## src/rtl/char_scroller.sv

```systemverilog
// char_scroller: scrolls a small character word across a row of
// active-low 7-segment digits. The start position is either picked
// directly (manual mode) or advanced by a clock divider (auto mode),
// with pause and single-step control. The word buffer is writable
// through a simple one-slot-per-cycle write port.
module char_scroller #(
    parameter int NUM_DISP = 4,
    parameter int WORD_LEN = 8,
    parameter int TICK_DIV = 50000000,
    localparam int PW = (WORD_LEN > 1) ? $clog2(WORD_LEN) : 1
) (
    input  logic                  Clock,
    input  logic                  Resetn,
    input  logic                  mode,
    input  logic [PW-1:0]         sel,
    input  logic                  pause,
    input  logic                  step,
    input  logic                  load_en,
    input  logic [PW-1:0]         load_addr,
    input  logic [2:0]            load_char,
    output logic [7*NUM_DISP-1:0] hex_out,
    output logic [PW-1:0]         pos,
    output logic                  tick
);

    localparam int              DW       = (TICK_DIV > 1) ? $clog2(TICK_DIV) : 1;
    localparam logic [DW-1:0]   DIV_LAST = DW'(TICK_DIV - 1);
    localparam logic [PW:0]     WL       = (PW + 1)'(WORD_LEN);
    localparam logic [PW-1:0]   POS_LAST = PW'(WORD_LEN - 1);

    // Segment patterns are g..a, active low.
    function automatic logic [6:0] seg_of(input logic [2:0] c);
        logic [6:0] s;
        case (c)
            3'd0:    s = 7'b0100001; // d
            3'd1:    s = 7'b0000110; // E
            3'd2:    s = 7'b1111001; // 1
            3'd3:    s = 7'b1111111; // blank
            3'd4:    s = 7'b1000000; // 0
            3'd5:    s = 7'b0001001; // H
            3'd6:    s = 7'b1000111; // L
            default: s = 7'b0001100; // P
        endcase
        return s;
    endfunction

    // Power-up word "dE1" followed by blanks.
    function automatic logic [2:0] default_char(input int idx);
        logic [2:0] c;
        case (idx)
            0:       c = 3'd0;
            1:       c = 3'd1;
            2:       c = 3'd2;
            default: c = 3'd3;
        endcase
        return c;
    endfunction

    logic [PW-1:0]          pos_q, pos_d;
    logic [DW-1:0]          div_q, div_d;
    logic                   tick_q, tick_d;
    logic                   step_q;
    logic                   mode_q;
    logic [2:0]             buf_q [WORD_LEN];
    logic [2:0]             buf_d [WORD_LEN];
    logic [7*NUM_DISP-1:0]  hex_q, hex_d;

    logic                   step_rise;
    logic                   mode_chg;
    logic                   sel_valid;
    logic [PW-1:0]          pos_inc;

    // Edge/transition detection and helper terms for the position logic.
    always_comb begin
        step_rise = step & ~step_q;
        mode_chg  = mode ^ mode_q;
        sel_valid = ({1'b0, sel} < WL);
        pos_inc   = (pos_q == POS_LAST) ? '0 : pos_q + 1'b1;
    end

    // Position, divider and tick. A mode change only clears the divider;
    // manual mode keeps it parked at zero so auto mode starts a full period.
    always_comb begin
        pos_d  = pos_q;
        div_d  = div_q;
        tick_d = 1'b0;
        if (!mode) begin
            div_d = '0;
            if (sel_valid) begin
                pos_d = sel;
            end
        end else if (mode_chg) begin
            div_d = '0;
        end else if (pause) begin
            if (step_rise) begin
                pos_d = pos_inc;
            end
        end else if (div_q == DIV_LAST) begin
            div_d  = '0;
            tick_d = 1'b1;
            pos_d  = pos_inc;
        end else begin
            div_d = div_q + 1'b1;
        end
    end

    // Word buffer write; addresses beyond the word simply match no slot.
    always_comb begin
        for (int i = 0; i < WORD_LEN; i++) begin
            buf_d[i] = buf_q[i];
        end
        if (load_en) begin
            for (int i = 0; i < WORD_LEN; i++) begin
                if (load_addr == PW'(i)) begin
                    buf_d[i] = load_char;
                end
            end
        end
    end

    // Display from the registered position/buffer, leftmost digit first.
    // pos + j never exceeds 2*WORD_LEN-2, so one conditional subtract wraps it.
    always_comb begin
        logic [PW:0] slot;
        slot  = '0;
        hex_d = '1;
        for (int j = 0; j < NUM_DISP; j++) begin
            slot = {1'b0, pos_q} + (PW + 1)'(j);
            if (slot >= WL) begin
                slot = slot - WL;
            end
            hex_d[7*(NUM_DISP-1-j) +: 7] = seg_of(buf_q[slot[PW-1:0]]);
        end
    end

    // State registers with synchronous active-low reset. mode_q follows the
    // input during reset so leaving reset never looks like a mode change.
    always_ff @(posedge Clock) begin
        if (!Resetn) begin
            pos_q  <= '0;
            div_q  <= '0;
            tick_q <= 1'b0;
            step_q <= 1'b0;
            mode_q <= mode;
            hex_q  <= '1;
            for (int i = 0; i < WORD_LEN; i++) begin
                buf_q[i] <= default_char(i);
            end
        end else begin
            pos_q  <= pos_d;
            div_q  <= div_d;
            tick_q <= tick_d;
            step_q <= step;
            mode_q <= mode;
            hex_q  <= hex_d;
            for (int i = 0; i < WORD_LEN; i++) begin
                buf_q[i] <= buf_d[i];
            end
        end
    end

    assign hex_out = hex_q;
    assign pos     = pos_q;
    assign tick    = tick_q;

endmodule

```

## config.mk

```make
export PLATFORM = sky130hd
export DESIGN_NAME = char_scroller
export DESIGN_NICKNAME = d
export VERILOG_FILES = /design/src/rtl/char_scroller.sv
export SDC_FILE = /design/constraint.sdc
export NUM_CORES = 1
export LEC_CHECK = 0
export ABC_AREA = 1
export BUFFER_PORTS_ARGS = -buffer_cell sky130_fd_sc_hd__buf_2
export CAP_MARGIN = 20
export CORE_UTILIZATION = 60
export DETAILED_ROUTE_END_ITERATION = 10
export PLACE_DENSITY = 0.81
export SYNTH_ARGS = -nofsm -noshare
export SYNTH_HDL_FRONTEND = slang
export SYNTH_SLANG_ARGS = --single-unit
```

## constraint.sdc

```tcl
create_clock -name Clock -period 5.75 [get_ports Clock]
set_input_delay 0.575 -clock Clock [delete_from_list [all_inputs] [get_ports Clock]]
set_output_delay 0.575 -clock Clock [all_outputs]
set_load 0.02 [all_outputs]
```

==> results of run 1 <==
[placed cells by master (no fill, tap or decap), types with 2 or more instances in the layout]
| cell | synthesis | routed |
|---|---|---|
| o21ai_0 | 8 | 8 |
| edfxtp_1 | 24 | 24 |
| inv_1 | 82 | 82 |
| a21oi_2 | 3 | 3 |
| nor3_1 | 7 | 7 |
| nor2_2 | 9 | 9 |
| clkinv_4 | 0 | 2 |
| nand4_1 | 8 | 8 |
| xor2_1 | 4 | 4 |
| nand2_1 | 244 | 244 |
| nand3_2 | 5 | 5 |
| buf_2 | 5 | 46 |
| ha_1 | 6 | 6 |
| dfxtp_1 | 63 | 63 |
| a31oi_1 | 6 | 6 |
| clkbuf_8 | 0 | 12 |
| nor2_1 | 75 | 75 |
| nand2_2 | 7 | 7 |
| inv_2 | 5 | 5 |
| xnor2_1 | 4 | 4 |
| o21ai_1 | 7 | 7 |
| nand3_1 | 81 | 81 |
| a21oi_1 | 11 | 11 |
[cell usage after synthesis, drive strengths merged]
cell | instances | area, um2
clkbuf | 3 | 11.3
a21oi | 15 | 97.6
and3 | 1 | 6.26
dfxtp | 63 | 1260
xnor2 | 4 | 35.0
o31ai | 1 | 7.51
or2 | 1 | 6.26
nor3 | 7 | 35.0
ha | 6 | 75.1
a21o | 1 | 7.51
nand3 | 86 | 455
xor2 | 5 | 51.3
nand2 | 252 | 971
nor2 | 85 | 349
mux2i | 1 | 10.0
nand4 | 8 | 50.1
inv | 88 | 335
a31oi | 6 | 37.5
buf | 11 | 81.3
o21ai | 16 | 83.8
edfxtp | 24 | 721
[final timing paths]
kind             from     endpoint  slack (ns)  cells after the start
min reg2reg  div_q[0]     div_q[0]        0.50                      2
max reg2reg    pos[0]  hex_out[19]        3.30                      9
max            pos[0]  hex_out[19]        3.30                      9
min              mode       mode_q        0.40                      1
[metal layers]
layer / wire, um / up-vias / GRT usage / part of all wire
li1: - / 2246 / - / -
met1: 5220 / 1900 / 0.391 / 0.48
met2: 4650 / 163 / 0.437 / 0.43
met3: 734 / 20 / 0.0572 / 0.068
met4: 189 / 0 / 0.0901 / 0.018
met5: 0 / - / 0 / 0
[registers in the layout, indices dropped and copies added (netlist names), named ones only]
| name | count |
|---|---|
| mode_q | 1 |
| pos | 3 |
| tick | 1 |
| div_q | 26 |
| step_q | 1 |
| buf_q | 24 |
| hex_out | 28 |
[metrics by stage]
step	setup slack [ns]	utilization	hold slack [ns]	total power, uW	std cells
3_5_place_dp	3.33	0.669	0.490	1170	816
3_3_place_gp	3.40	0.669	0.471	1160	816
6_report	3.30	0.699	0.404	1600	832
4_1_cts	3.34	0.699	0.397	1610	832
2_1_floorplan	3.71	-	0.458	1060	684
5_1_grt	3.04	0.699	0.409	1690	832
[final cells by class]
type / instances / share of cell area
clock buffer: 12 / 0.0319
clock inverter: 4 / 0.0102
multi-input combinational: 495 / 0.440
inverter: 88 / 0.0648
timing repair buffer: 47 / 0.0459
tap: 99 / 0.0239
sequential: 87 / 0.383
[worst max-delay path: cells and delay by family, from the launching register on]
family / cells / cell delay (ns)
adders and majority gates: 1 / 0.48
and+or+nand+nor: 3 / 0.40
buffers and inverters: 3 / 0.83
DFF: 1 / 0.32
AOI/OAI and AO/OA: 2 / 0.27
[cell families (layout without fill, tap and decap cells)]
| family | count (synthesis) | in the layout | share of synthesized area |
|---|---|---|---|
| XOR/XNOR | 9 | 9 | 0.0184 |
| multiplexers | 1 | 1 | 0.00214 |
| AO/OA/AOI/OAI | 39 | 39 | 0.0499 |
| buffers and inverters | 102 | 151 | 0.0913 |
| AND/OR/NAND/NOR | 440 | 440 | 0.400 |
| flip-flops | 87 | 87 | 0.423 |
| adder cells (fa/ha/maj) | 6 | 6 | 0.0160 |
[where the power goes]
part / total, uW / internal (uW) / switching [uW]
combinational: 429 / 132 / 297
sequential: 725 / 695 / 30.0
clock: 447 / 237 / 210
total: 1600 / 1060 / 537
==> metrics, run 1 <==
Max Clock Skew=0.0184 ns; vias per cell=5.20; Ant. Diodes=0; Synth warnings=0; total congestion overflow=0; layout filler cell count=652; dpl hpwl=8.23 mm; PortBufs=46; maximum buffer depth of the clock tree=2; Crit Path Category=register to register; # setup viols final=0; Yosys reg bits=87; vias in the first global route=3970; hold-fix buffers at CTS=0; H-tree levels=3; Starting Density=0.633; Post-CTS Setup Inserts=0; Die Width=90.4 um; syn_area_per_cell=6.85 um2; Min-Delay Path Class=input pin to register; initial detailed-routing violation count=281; VDD IR-drop max=151 uV; Core Area=0.00741 mm2; CTS root buffer=clkbuf_8; Tmin final=2.45 ns; Leakage=0.00243 uW; CP peak stage delay=0.48 ns; CTS Buf Count=9; setup_tns=0 ns; Remaining DRCs=0; Setup crit start kind=register; Pre-Repair DR Iteration Count=5; Routed Wire Length=10.8 mm; max-cap violations=0; post-cts resize count=0; Slew headroom=0.636; Synth-to-Final Area Change=10.4%; CTS tree=yes; clk sinks=87; Clock Latency Late Sink=0.36 ns; final worst-path cycle share=0.425; antenna violations before repair=0; Die H=90.4 um; synth unique cells=35; Placed Instance Area=0.00496 mm2; CP max stage cell=ha_1; wire per inst=13.0 um; Setup crit end kind=register; Seq/Total Area, Yosys=0.423; Max Freq=409 MHz; Slew Limit Fails=0; crit path max fanout=29; RSZ-0062 raised after global routing=no; placer congestion estimate=0.893; fin area=0.00517 mm2; Seq. cell area=0.00198 mm2; Worst Path Required=5.98 ns; post-route ant nets=0; first-pass GRT wire length=18.3 mm; final count of hold timing violations=0; Power Dens Cells=309 mW/mm2; most frequent CP cell=nand3_1; syn nets=705; pin count of the biggest net entering global routing=30; GRT Total Usage=0.281; Synth Cell Area=0.00469 mm2; io pins=47; Placement Rows=31; post-synthesis cell count=684; Die Area=0.00817 mm2; Worst-path clk slew=0.10 ns; status=finished, final reports clean; nets@finish=749; area of the multi-input gates=0.00228 mm2; Worst-Margin Slew=0.546 ns; layout cells sized above 1=0.135; Critical Path AT=2.68 ns; routed vias=4329; worst path cell trace=buf_4 -> inv_6 -> ha_1 -> inv_1 -> nand3_1 -> nand3_1 -> nand2_1 -> a21oi_4 -> o21ai_1
Note: power is estimated with default switching activity, not from simulation.
==> run 2: changes to the inputs <==
- CORE_UTILIZATION: 60 -> 59
- PLACE_DENSITY: 0.81 -> 0.8
- clock period: 5.75 -> 2.3 ns (I/O delays scaled with it)
==> metrics, run 2 (synthesis gave the netlist of run 1 again) <==
status=finished, final reports clean (unchanged); Critical Path AT=2.30 ns (was 2.68 ns); Setup crit end kind=register (unchanged); Max Freq=492 MHz (was 409 MHz); R2R depth=10 (was 9); first-pass GRT wire length=18.1 mm (was 18.3 mm); post-cts resize count=0 (unchanged); routed vias=4406 (was 4329); Die Width=91.1 um (was 90.4 um); PortBufs=46 (unchanged); max FFs per register=28 (unchanged); antenna violations before repair=0 (unchanged); Pre-Repair DR Iteration Count=5 (unchanged); initial detailed-routing violation count=350 (was 281); Slew headroom=0.638 (was 0.636); GRT Total Usage=0.277 (was 0.281); Leakage=0.00246 uW (was 0.00243 uW); final count of hold timing violations=0 (unchanged); # setup viols final=0 (unchanged); r2r setup slk=0.27 ns (was 3.30 ns); CP top delay family=simple AND/OR/NAND/NOR gates (was buffers and inverters); total congestion overflow=0 (unchanged); Post-CTS Setup Inserts=0 (unchanged); hold-fix buffers at CTS=0 (unchanged); CP max stage cell=dfxtp_1 (was ha_1); Ant. Diodes=0 (unchanged); setup_tns=0 ns (unchanged); CP peak stage delay=0.51 ns (was 0.48 ns); RSZ-0062 raised after global routing=no (unchanged); layout filler cell count=681 (was 652); Remaining DRCs=0 (unchanged); CTS root buffer=clkbuf_8 (unchanged); Clock Latency Late Sink=0.37 ns (was 0.36 ns); clk sinks=87 (unchanged); Layout Utilization=0.681 (was 0.699); vias per cell=5.23 (was 5.20); CTS Buf Count=9 (unchanged); final worst-path cycle share=0.884 (was 0.425); Die H=91.1 um (was 90.4 um); VDD IR-drop max=466 uV (was 151 uV); pin count of the biggest net entering global routing=26 (was 30); Slew Limit Fails=0 (unchanged); vias in the first global route=4065 (was 3970); Crit Path Category=register to register (unchanged); Min-Delay Path Class=input pin to register (unchanged); Core Area=0.00769 mm2 (was 0.00741 mm2); max-cap violations=0 (unchanged); Power Dens Cells=773 mW/mm2 (was 309 mW/mm2); Placement Rows=32 (was 31); crit path max fanout=25 (was 29); Worst-Margin Slew=0.541 ns (was 0.546 ns); Worst Slack Setup Final=0.266 ns (was 3.30 ns); hold path cells=3 (was 1); Starting Density=0.610 (was 0.633); wire per inst=13.0 um (about the same); most frequent CP cell=nand2_1 (was nand3_1); layout cells sized above 1=0.142 (was 0.135); most frequent cells in the layout=244 x nand2_1, 82 x inv_1, 81 x nand3_1 (unchanged); Levels on crit path=10 (was 9); post-route ant nets=0 (unchanged); Routed Wire Length=10.9 mm (was 10.8 mm); dpl hpwl=8.27 mm (was 8.23 mm); Setup WS pre-CTS=0.293 ns (was 3.33 ns); CP Buf/Inv Count=3 (unchanged); Synth-to-Final Area Change=11.6% (was 10.4%); worst path cell trace=inv_6 -> ha_1 -> inv_1 -> nand3_1 -> nand3_1 -> nand2_1 -> nand2_1 -> nand3_2 -> nand2_1 -> inv_1 (was buf_4 -> inv_6 -> ha_1 -> inv_1 -> nand3_1 -> nand3_1 -> nand2_1 -> a21oi_4 -> o21ai_1); Worst Path Required=2.57 ns (was 5.98 ns); nets@finish=756 (was 749); H-tree levels=3 (unchanged); Die Area=0.00831 mm2 (was 0.00817 mm2); io pins=47 (unchanged); Setup crit start kind=register (unchanged); commonest non-fill, non-tap cell in the layout=nand2_1 (unchanged); CTS tree=yes (unchanged); Tmin final=2.03 ns (was 2.45 ns); maximum buffer depth of the clock tree=2 (unchanged); placer congestion estimate=0.965 (was 0.893); Max Clock Skew=0.0123 ns (was 0.0184 ns); Worst-path clk slew=0.09 ns (was 0.10 ns)
==> run 2: cell count changes in the layout (fill, tap and decap cells not counted) <==
cell        before  now
buf_4            1    8
clkbuf_8        12   10
clkbuf_1         0    1
clkbuf_16        0    1
clkinv_4         2    1
clkinvlp_4       0    1
==> run 2: area by class of cell <==
type                            count  area [um2]  share of cell area
Multi-Input combinational cell    495        2280               0.436
Timing Repair Buffer               54         290              0.0555
Clock buffer                       12         166              0.0318
Clock inverter                      4        51.3             0.00981
Tap cell                          102         128              0.0244
Inverter                           88         335              0.0641
Sequential cell                    87        1980               0.379
==> run 2: path summary, 6_finish.rpt <==
| check | endpoint | start |
|---|---|---|
| max | hex_out[15] | pos[0] |
| max reg2reg | hex_out[15] | pos[0] |
| min | step_q | step |
| min reg2reg | div_q[0] | div_q[0] |
==> run 2: report_power, final <==
group | switching (uW) | leakage, uW | internal (uW) | total, uW
sequential | 64.5 | 0.000754 | 1740 | 1800
combinational | 764 | 0.00160 | 342 | 1110
clock | 539 | 0.000108 | 598 | 1140
total | 1370 | 0.00246 | 2680 | 4050
==> run 2: stage by stage <==
step | instance area [um2] | total power [uW] | hold WS (ns) | instances
floorplan | 4690 | 2640 | 0.258 | 684
global placement | 5010 | 2900 | 0.423 | 826
global route | 5230 | 4250 | 0.0577 | 842
finish | 5230 | 4050 | 0.0525 | 842
detailed placement | 5010 | 2930 | 0.427 | 826
CTS | 5230 | 4040 | 0.0477 | 842
==> run 2: layer usage <==
layer / vias up / part of all wire / track usage
li1: 2257 / - / -
met4: 0 / 0.016 / 0.0873
met2: 146 / 0.44 / 0.434
met3: 18 / 0.076 / 0.0829
met5: - / 0 / 0
met1: 1985 / 0.47 / 0.367
==> run 2: worst register-to-register path, cell delays in order (launching register included) <==
cell,delay [ns]
dfxtp_1,0.51
inv_6,0.14
ha_1,0.33
inv_1,0.27
nand3_1,0.13
nand3_1,0.10
nand2_1,0.14
nand2_1,0.13
nand3_2,0.09
nand2_1,0.06
inv_1,0.03
